**src/rtl/config_chain.sv**
```systemverilog
// config_chain: double-buffered serial configuration store with MSB-first readback.
// Bits shift into a shadow register; the active config updates only on an exact-length frame.
module config_chain #(
    parameter int NUM_FIELDS  = 3,
    parameter int FIELD_WIDTH = 6,
    parameter logic [NUM_FIELDS*FIELD_WIDTH-1:0] RESET_VALUE = '0
) (
    input  logic                              clk,
    input  logic                              reset,
    input  logic                              serialEn,
    input  logic                              serialIn,
    output logic                              serialOut,
    output logic [NUM_FIELDS*FIELD_WIDTH-1:0] configOut,
    output logic                              commitPulse,
    output logic                              frameError
);
    localparam int TOTAL = NUM_FIELDS * FIELD_WIDTH;
    localparam int CW    = $clog2(TOTAL + 2);

    typedef enum logic [1:0] {IDLE, SHIFT, END_F} state_e;

    logic [TOTAL-1:0] shadow_q, shadow_d, cfg_q, cfg_d;
    logic [CW-1:0]    cnt_q, cnt_d;
    logic             en_prev_q, commit_q, commit_d, err_q, err_d;
    state_e           st;

    always_ff @(posedge clk or posedge reset) begin
        if (reset) begin
            shadow_q  <= RESET_VALUE;
            cfg_q     <= RESET_VALUE;
            cnt_q     <= '0;
            en_prev_q <= 1'b0;
            commit_q  <= 1'b0;
            err_q     <= 1'b0;
        end else begin
            shadow_q  <= shadow_d;
            cfg_q     <= cfg_d;
            cnt_q     <= cnt_d;
            en_prev_q <= serialEn;
            commit_q  <= commit_d;
            err_q     <= err_d;
        end
    end

    // Frame state is decoded from the live enable and its registered copy.
    always_comb begin
        st       = serialEn ? SHIFT : (en_prev_q ? END_F : IDLE);
        shadow_d = shadow_q;
        cnt_d    = cnt_q;
        cfg_d    = cfg_q;
        commit_d = 1'b0;
        err_d    = err_q;
        case (st)
            SHIFT: begin
                shadow_d = {shadow_q[TOTAL-2:0], serialIn};
                // Saturate so very long frames can never wrap back to an exact count.
                cnt_d    = (cnt_q == CW'(TOTAL + 1)) ? cnt_q : cnt_q + 1'b1;
            end
            END_F: begin
                cnt_d    = '0;
                commit_d = (cnt_q == CW'(TOTAL));
                cfg_d    = commit_d ? shadow_q : cfg_q;
                err_d    = !commit_d;
            end
            default: begin
                shadow_d = cfg_q;
                cnt_d    = '0;
            end
        endcase
    end

    assign serialOut   = shadow_q[TOTAL-1];
    assign configOut   = cfg_q;
    assign commitPulse = commit_q;
    assign frameError  = err_q;
endmodule

```
**config.mk**
```make
export PLATFORM = sky130hd
export DESIGN_NAME = config_chain
export DESIGN_NICKNAME = d
export VERILOG_FILES = /design/src/rtl/config_chain.sv
export SDC_FILE = /design/constraint.sdc
export NUM_CORES = 1
export LEC_CHECK = 0
export CAP_MARGIN = 25
export CORE_ASPECT_RATIO = 0.6
export CORE_MARGIN = 4
export CORE_UTILIZATION = 48
export CTS_BUF_LIST = sky130_fd_sc_hd__clkbuf_16
export CTS_CLUSTER_DIAMETER = 50
export CTS_CLUSTER_SIZE = 24
export DETAILED_ROUTE_END_ITERATION = 8
export PLACE_DENSITY = 0.74
export SYNTH_ARGS = -nofsm -noshare
export SYNTH_HDL_FRONTEND = slang
export SYNTH_SLANG_ARGS = --single-unit
export TNS_END_PERCENT = 1
```
**constraint.sdc**
```tcl
create_clock -name clk -period 1.5 [get_ports clk]
set_input_delay 0.225 -clock clk [delete_from_list [all_inputs] [get_ports clk]]
set_output_delay 0.225 -clock clk [all_outputs]
set_load 0.01 [all_outputs]
```
==> impl_metrics.csv, run 1 <==
group,metric,value,unit
status,status,"finished, violations left",
status,violations,"setup timing",
drt,avgRoutedWirePerCell,15.1,um
power,power_density_over_the_cells,1170,nW/um^2
timing,final_critical_path_setup_slack,-60.1,ps
finish,area_delta_synth_final,28.4,%
clock_tree,htree_levels,2,
timing,worst-slew-pin-transition,343,ps
finish,commonest_cells_after_routing_fill_and_taps_aside,"dfrtp_1, clkdlybuf4s50_1, mux2i_1, nand2_1, o21ai_0",
place,globalplace.congestion,0.740,
critical_path,cp_data_required_time,1660,ps
clock_tree,postCtsSetupRepairBufs,0,
critical_path,regToRegEndpoint,"configOut[9]$_DFFE_PP0P_",
global_route,first_pass_grt_wire_length,5490,um
place,place.detailed.hpwl,2150,um
critical_path,cp_slowest_cell,"dfrtp_1",
synthesis,synthesis.yosys.warnings,0,
critical_path,critPathBufInv,2,
die,fp.dieH,55.9,um
critical_path,crit_fanout,20,
power,power.ir.vdd_worst,0.785,mV
place,place.detailed.instances,216,
global_route,globalRouteTotalUtil,15.2,%
global_route,grt_antenna_before_repair,0,
timing,final_period_minus_worst_setup_slack,1560,ps
critical_path,start_kind,"flip-flop",
clock_tree,root_buffer,"clkbuf_16",
critical_path,rrSetupSlack,-60,ps
synthesis,syn_nets,152,
synthesis,seq_total_area_yosys,60.0,%
critical_path,critical_path.endpoint_type,"flip-flop",
timing,worst_clock_skew,3.58,ps
synthesis,mappedNetlistArea,1840,um^2
drt,vias_per_cell,5.23,
die,die_area,4910,um^2
global_route,pin_count_of_the_biggest_net_entering_global_routing,45,
critical_path,crit_family,"flip-flops",
finish,layout.cells.non_filler,223,
timing,final-setup-viol-count,18,
die,die_x_extent,87.8,um
finish,nNetsFinal,182,
clock_tree,cts.reportedPaths.clkPinSlew,60,ps
clock_tree,cts_tree,"done",
finish,utilization,64.0,%
finish,filler_cell_count,282,
synthesis,synth_seq_cells,44,
clock_tree,cts_resized,0,
place,pre_cts_ws,-194,ps
drt,dr.first_iter.drc_count,51,
timing,maxSlewHeadroom,77.1,%
drt,post-route-drc-count,0,
synthesis,netlist-cell-type-count,20,
run,timing.max_cap.violations,0,
drt,drt_pass1_iterations,4,
timing,fin_setup_tns,-863,ps
timing,fmaxAchievable,641,MHz
critical_path,r2r_cells,6,
critical_path,path_class,"flip-flop to flip-flop",
timing,slew_violations,0,
clock_tree,cts_sinks,44,
die,ioPinCount,25,
finish,fraction_of_layout_instances_using_a_drive_strength_above_1,18.2,%
synthesis,syn-instance-count,146,
drt,ant_nets,0,
timing,fin_worst_hold_slack,294,ps
die,core_region_area,3680,um^2
clock_tree,clk-insertion-delay-late,280,ps
drt,drt-total-wl,3370,um
finish,antenna_cells_inserted,0,
synthesis,syn-mean-instance-area,12.6,um^2
timing,grt_setup_unrepaired,"true",
finish,final_common_cell,"dfrtp_1",
critical_path,cp_cell_sequence,"inv_1 -> ha_1 -> nand4b_1 -> nor3_2 -> buf_12 -> mux2_2",
clock_tree,holdBufCountCts,0,
critical_path,cp_data_arrival_time,1720,ps
clock_tree,max-clock-path-buffers,2,
clock_tree,cts_inserted_buffers,5,
drt,vias,1166,
timing,finalCritPeriodShare,104,%
critical_path,worst_r2r_startpoint,"cnt_q[0]$_DFFE_PP0P_",
worst_hold_path,hold_class,"input port to async pin",
die,initial_utilization,49.9,%
power,p_leak,1.12,nW
global_route,via_count_of_the_first_global_routing_pass,1114,
timing,final_hold_vios,0,
critical_path,cp_slowest_stage_delay,370,ps
place,io_buffers,24,
global_route,congestion_overflow_gr,0,
die,floorplan.rows,17,
==> how the worst max path moves through the flow <==
stage                               startpoint  cells past startpoint                        end
after CTS                 cnt_q[0]$_DFFE_PP0P_                      6   configOut[9]$_DFFE_PP0P_
after global placement                serialEn                      5  configOut[14]$_DFFE_PP0P_
final                     cnt_q[0]$_DFFE_PP0P_                      6   configOut[9]$_DFFE_PP0P_
after global routing      cnt_q[0]$_DFFE_PP0P_                      6  configOut[13]$_DFFE_PP0P_
after detailed placement              serialEn                      5   configOut[8]$_DFFE_PP0P_
after floorplan           cnt_q[0]$_DFFE_PP0P_                      6  configOut[10]$_DFFE_PP0P_
==> routing by layer <==
layer	share of wire, %	up-vias	routed length [um]	global-route usage (%)
li1	-	561	-	-
met1	48	574	1620	20.8
met2	45	23	1510	20.7
met3	4.9	8	166	5.77
met4	2.2	0	73	8.32
met5	0	-	0	0
==> power by group <==
group,internal (W),switching [W]
clock,0.000943,0.000418
combinational,0.0000670,0.0000826
sequential,0.00122,0.0000262
==> cells by family (layout without fill, tap and decap cells) <==
kind of cell	after synthesis	after routing	synth area share, %
adder cells (fa/ha/maj)	2	2	1.36
flip-flops	44	44	60.0
AND/OR/NAND/NOR	29	29	7.23
AO/OA/AOI/OAI	20	20	5.59
buffers and inverters	11	41	3.07
XOR/XNOR	4	4	1.91
multiplexers	36	36	20.9
==> through the flow <==
stage / instance area [um^2] / power [W]
6_report: 2360 / 0.00276
5_1_grt: 2360 / 0.00288
4_1_cts: 2350 / 0.00279
3_5_place_dp: 2170 / 0.00142
3_3_place_gp: 2170 / 0.00141
2_1_floorplan: 1840 / 0.00135
==> Yosys cell counts, drive strengths merged <==
master / n / area [um^2]
mux2i: 18 / 180
nand4bb: 1 / 11.3
a21oi: 1 / 5.00
a211oi: 1 / 7.51
nand4b: 1 / 8.76
xor2: 3 / 26.3
buf: 4 / 30.0
mux2: 18 / 203
nand2: 18 / 67.6
and3: 1 / 6.26
ha: 2 / 25.0
clkbuf: 4 / 15.0
dfrtp: 44 / 1100
inv: 3 / 11.3
nand3: 2 / 10.0
nor3: 1 / 10.0
o21ai: 18 / 90.1
nor2: 5 / 18.8
xnor2: 1 / 8.76
==> state kept, by name (all words and copies together) (netlist names) <==
register,cells
cnt_q,5
commitPulse,1
configOut,18
en_prev_q,1
frameError,1
shadow_q,18
==> worst reg2reg max path, delay by kind of cell, from the launching register on <==
kind / cells / cell delay (ps)
buffers and inverters: 2 / 260
DFF: 1 / 370
and+or+nand+nor: 2 / 300
adders and majority gates: 1 / 160
muxes: 1 / 350
==> area by class of cell <==
cell class / instances / area, um^2 / share of cell area, %
inverters: 3 / 11.3 / 0.478
well taps: 47 / 58.8 / 2.50
repair buffers: 31 / 318 / 13.5
clock buffers: 5 / 125 / 5.31
clock inverters: 2 / 60.1 / 2.55
flip-flops and latches: 44 / 1100 / 46.7
multi-input cells: 91 / 682 / 28.9
(Power assumes the default switching activity.)
==> run 2, diff against run 1 <==
Settings changed: CELL_PAD_IN_SITES_DETAIL_PLACEMENT set to 0, CELL_PAD_IN_SITES_GLOBAL_PLACEMENT set to 1, CORE_UTILIZATION 48 to 39, PLACE_DENSITY 0.74 to unset, PLACE_DENSITY_LB_ADDON set to 0.1.
==> run 2 against run 1 <==
Effect of this change:
- the flow still finishes with violations (setup timing)
- global-route usage fell by 2.7 points
- core utilization decreased by 13 points
- worst setup slack lost 11 ps
- die area up 20%
- routed wire length is 4.1% lower
- via count is 0.86% lower
- first-iteration DRC count is 14% higher
- total power is 14% lower
- design area is 1.5% lower
- sequential share of layout area increased by 0.73 points
- non-clock buffer count unchanged
==> impl_metrics.csv, run 2 (same netlist as run 1, synthesis figures left out) <==
group,metric,value,unit
critical_path,cp_data_arrival_time,1730,ps
status,violations,"setup timing",
finish,commonest_cells_after_routing_fill_and_taps_aside,"dfrtp_1, clkdlybuf4s50_1, mux2i_1, nand2_1, o21ai_0",
timing,final_hold_vios,0,
timing,fmaxAchievable,636,MHz
place,place.detailed.hpwl,2100,um
power,power_density_over_the_cells,1030,nW/um^2
place,globalplace.congestion,0.782,
critical_path,cp_slowest_cell,"dfrtp_1",
clock_tree,clk-insertion-delay-late,280,ps
critical_path,critPathBufInv,2,
global_route,pin_count_of_the_biggest_net_entering_global_routing,45,
finish,fraction_of_layout_instances_using_a_drive_strength_above_1,17.0,%
power,p_leak,1.09,nW
die,ioPinCount,25,
clock_tree,postCtsSetupRepairBufs,0,
clock_tree,cts.reportedPaths.clkPinSlew,60,ps
critical_path,cp_slowest_stage_delay,380,ps
drt,drt_pass1_iterations,4,
drt,vias,1156,
timing,grt_setup_unrepaired,"true",
die,die_area,5900,um^2
die,fp.dieH,61.1,um
timing,slew_violations,0,
global_route,congestion_overflow_gr,0,
power,power.ir.vdd_worst,0.433,mV
finish,antenna_cells_inserted,0,
clock_tree,cts_sinks,44,
drt,drt-total-wl,3230,um
finish,area_delta_synth_final,26.4,%
critical_path,cp_cell_sequence,"inv_1 -> ha_1 -> nand4b_1 -> nor3_2 -> buf_12 -> mux2_2",
critical_path,regToRegEndpoint,"configOut[11]$_DFFE_PP0P_",
critical_path,rrSetupSlack,-70,ps
timing,final_period_minus_worst_setup_slack,1570,ps
place,io_buffers,24,
clock_tree,holdBufCountCts,0,
die,die_x_extent,96.6,um
timing,final_critical_path_setup_slack,-71.2,ps
timing,maxSlewHeadroom,76.7,%
global_route,first_pass_grt_wire_length,5430,um
status,status,"finished, violations left",
critical_path,start_kind,"flip-flop",
clock_tree,max-clock-path-buffers,2,
die,floorplan.rows,19,
finish,final_common_cell,"dfrtp_1",
timing,worst_clock_skew,4.26,ps
clock_tree,cts_inserted_buffers,5,
global_route,grt_antenna_before_repair,0,
place,pre_cts_ws,-209,ps
critical_path,r2r_cells,6,
run,timing.max_cap.violations,0,
die,core_region_area,4560,um^2
drt,dr.first_iter.drc_count,58,
timing,finalCritPeriodShare,105,%
critical_path,critical_path.endpoint_type,"flip-flop",
die,initial_utilization,40.2,%
critical_path,crit_fanout,20,
drt,ant_nets,0,
timing,worst-slew-pin-transition,350,ps
drt,post-route-drc-count,0,
finish,nNetsFinal,182,
critical_path,crit_family,"flip-flops",
critical_path,worst_r2r_startpoint,"cnt_q[0]$_DFFE_PP0P_",
finish,filler_cell_count,421,
critical_path,cp_data_required_time,1660,ps
global_route,via_count_of_the_first_global_routing_pass,1169,
finish,layout.cells.non_filler,239,
global_route,globalRouteTotalUtil,12.6,%
clock_tree,cts_resized,0,
critical_path,path_class,"flip-flop to flip-flop",
worst_hold_path,hold_class,"input port to async pin",
clock_tree,root_buffer,"clkbuf_16",
drt,vias_per_cell,4.84,
timing,final-setup-viol-count,18,
place,place.detailed.instances,232,
clock_tree,htree_levels,2,
clock_tree,cts_tree,"done",
drt,avgRoutedWirePerCell,13.5,um
## run 2: cell types whose count changed in the layout (fill, tap and decap cells not counted), sizes merged
cell and change:
inv -1, clkinv +3, bufinv -2
## run 2: through the flow
| step | hold WS [ps] | setup TNS (ps) | total power, W | util, % | cell area (um^2) |
|---|---|---|---|---|---|
| floorplan | 256 | 0 | 0.00135 | - | 1840 |
| global placement | 485 | -3260 | 0.00141 | 47.9 | 2190 |
| detailed placement | 489 | -3750 | 0.00142 | 47.9 | 2190 |
| CTS | 308 | -1460 | 0.00242 | 50.8 | 2320 |
| global route | 332 | -2580 | 0.00249 | 50.8 | 2320 |
| finish | 296 | -1050 | 0.00238 | 50.8 | 2320 |
## run 2: per-layer routing
metal / vias to the layer above / global-route usage [%] / share of wire [%]
met2: 18 / 19.7 / 45
met1: 567 / 15.9 / 48
met3: 5 / 4.64 / 5.2
met4: 0 / 5.39 / 1.3
met5: - / 0 / 0
li1: 566 / - / -
## run 2: where the power goes
part           internal, W  switching (W)  leakage, nW
Combinational    0.0000666      0.0000807        0.430
Clock             0.000595       0.000394       0.0648
Sequential         0.00122      0.0000244        0.600
Total              0.00188       0.000499         1.09
## run 2: worst reg2reg max path: stages, from the launching register on
cell	delay [ps]
dfrtp_1	380
inv_1	60
ha_1	150
nand4b_1	110
nor3_2	190
buf_12	200
mux2_2	360
## run 2: cell type report
cell class	instances	area [um^2]	area share, %
clock buffer	5	125	5.39
tap	63	78.8	3.40
clock inverter	2	7.51	0.324
inverter	3	11.3	0.485
timing repair buffer	31	318	13.7
sequential	44	1100	47.5
multi-input combinational	91	678	29.2
## run 2: how the worst max path moves through the flow
stage / slack [ps] / cells past startpoint / from / to
finish: -70 / 6 / cnt_q[0]$_DFFE_PP0P_ / configOut[11]$_DFFE_PP0P_
global route: -150 / 6 / cnt_q[0]$_DFFE_PP0P_ / configOut[11]$_DFFE_PP0P_
CTS: -90 / 6 / cnt_q[0]$_DFFE_PP0P_ / configOut[11]$_DFFE_PP0P_
detailed placement: -210 / 5 / serialEn / configOut[11]$_DFFE_PP0P_
global placement: -180 / 5 / serialEn / configOut[8]$_DFFE_PP0P_
floorplan: 40 / 6 / cnt_q[0]$_DFFE_PP0P_ / configOut[10]$_DFFE_PP0P_
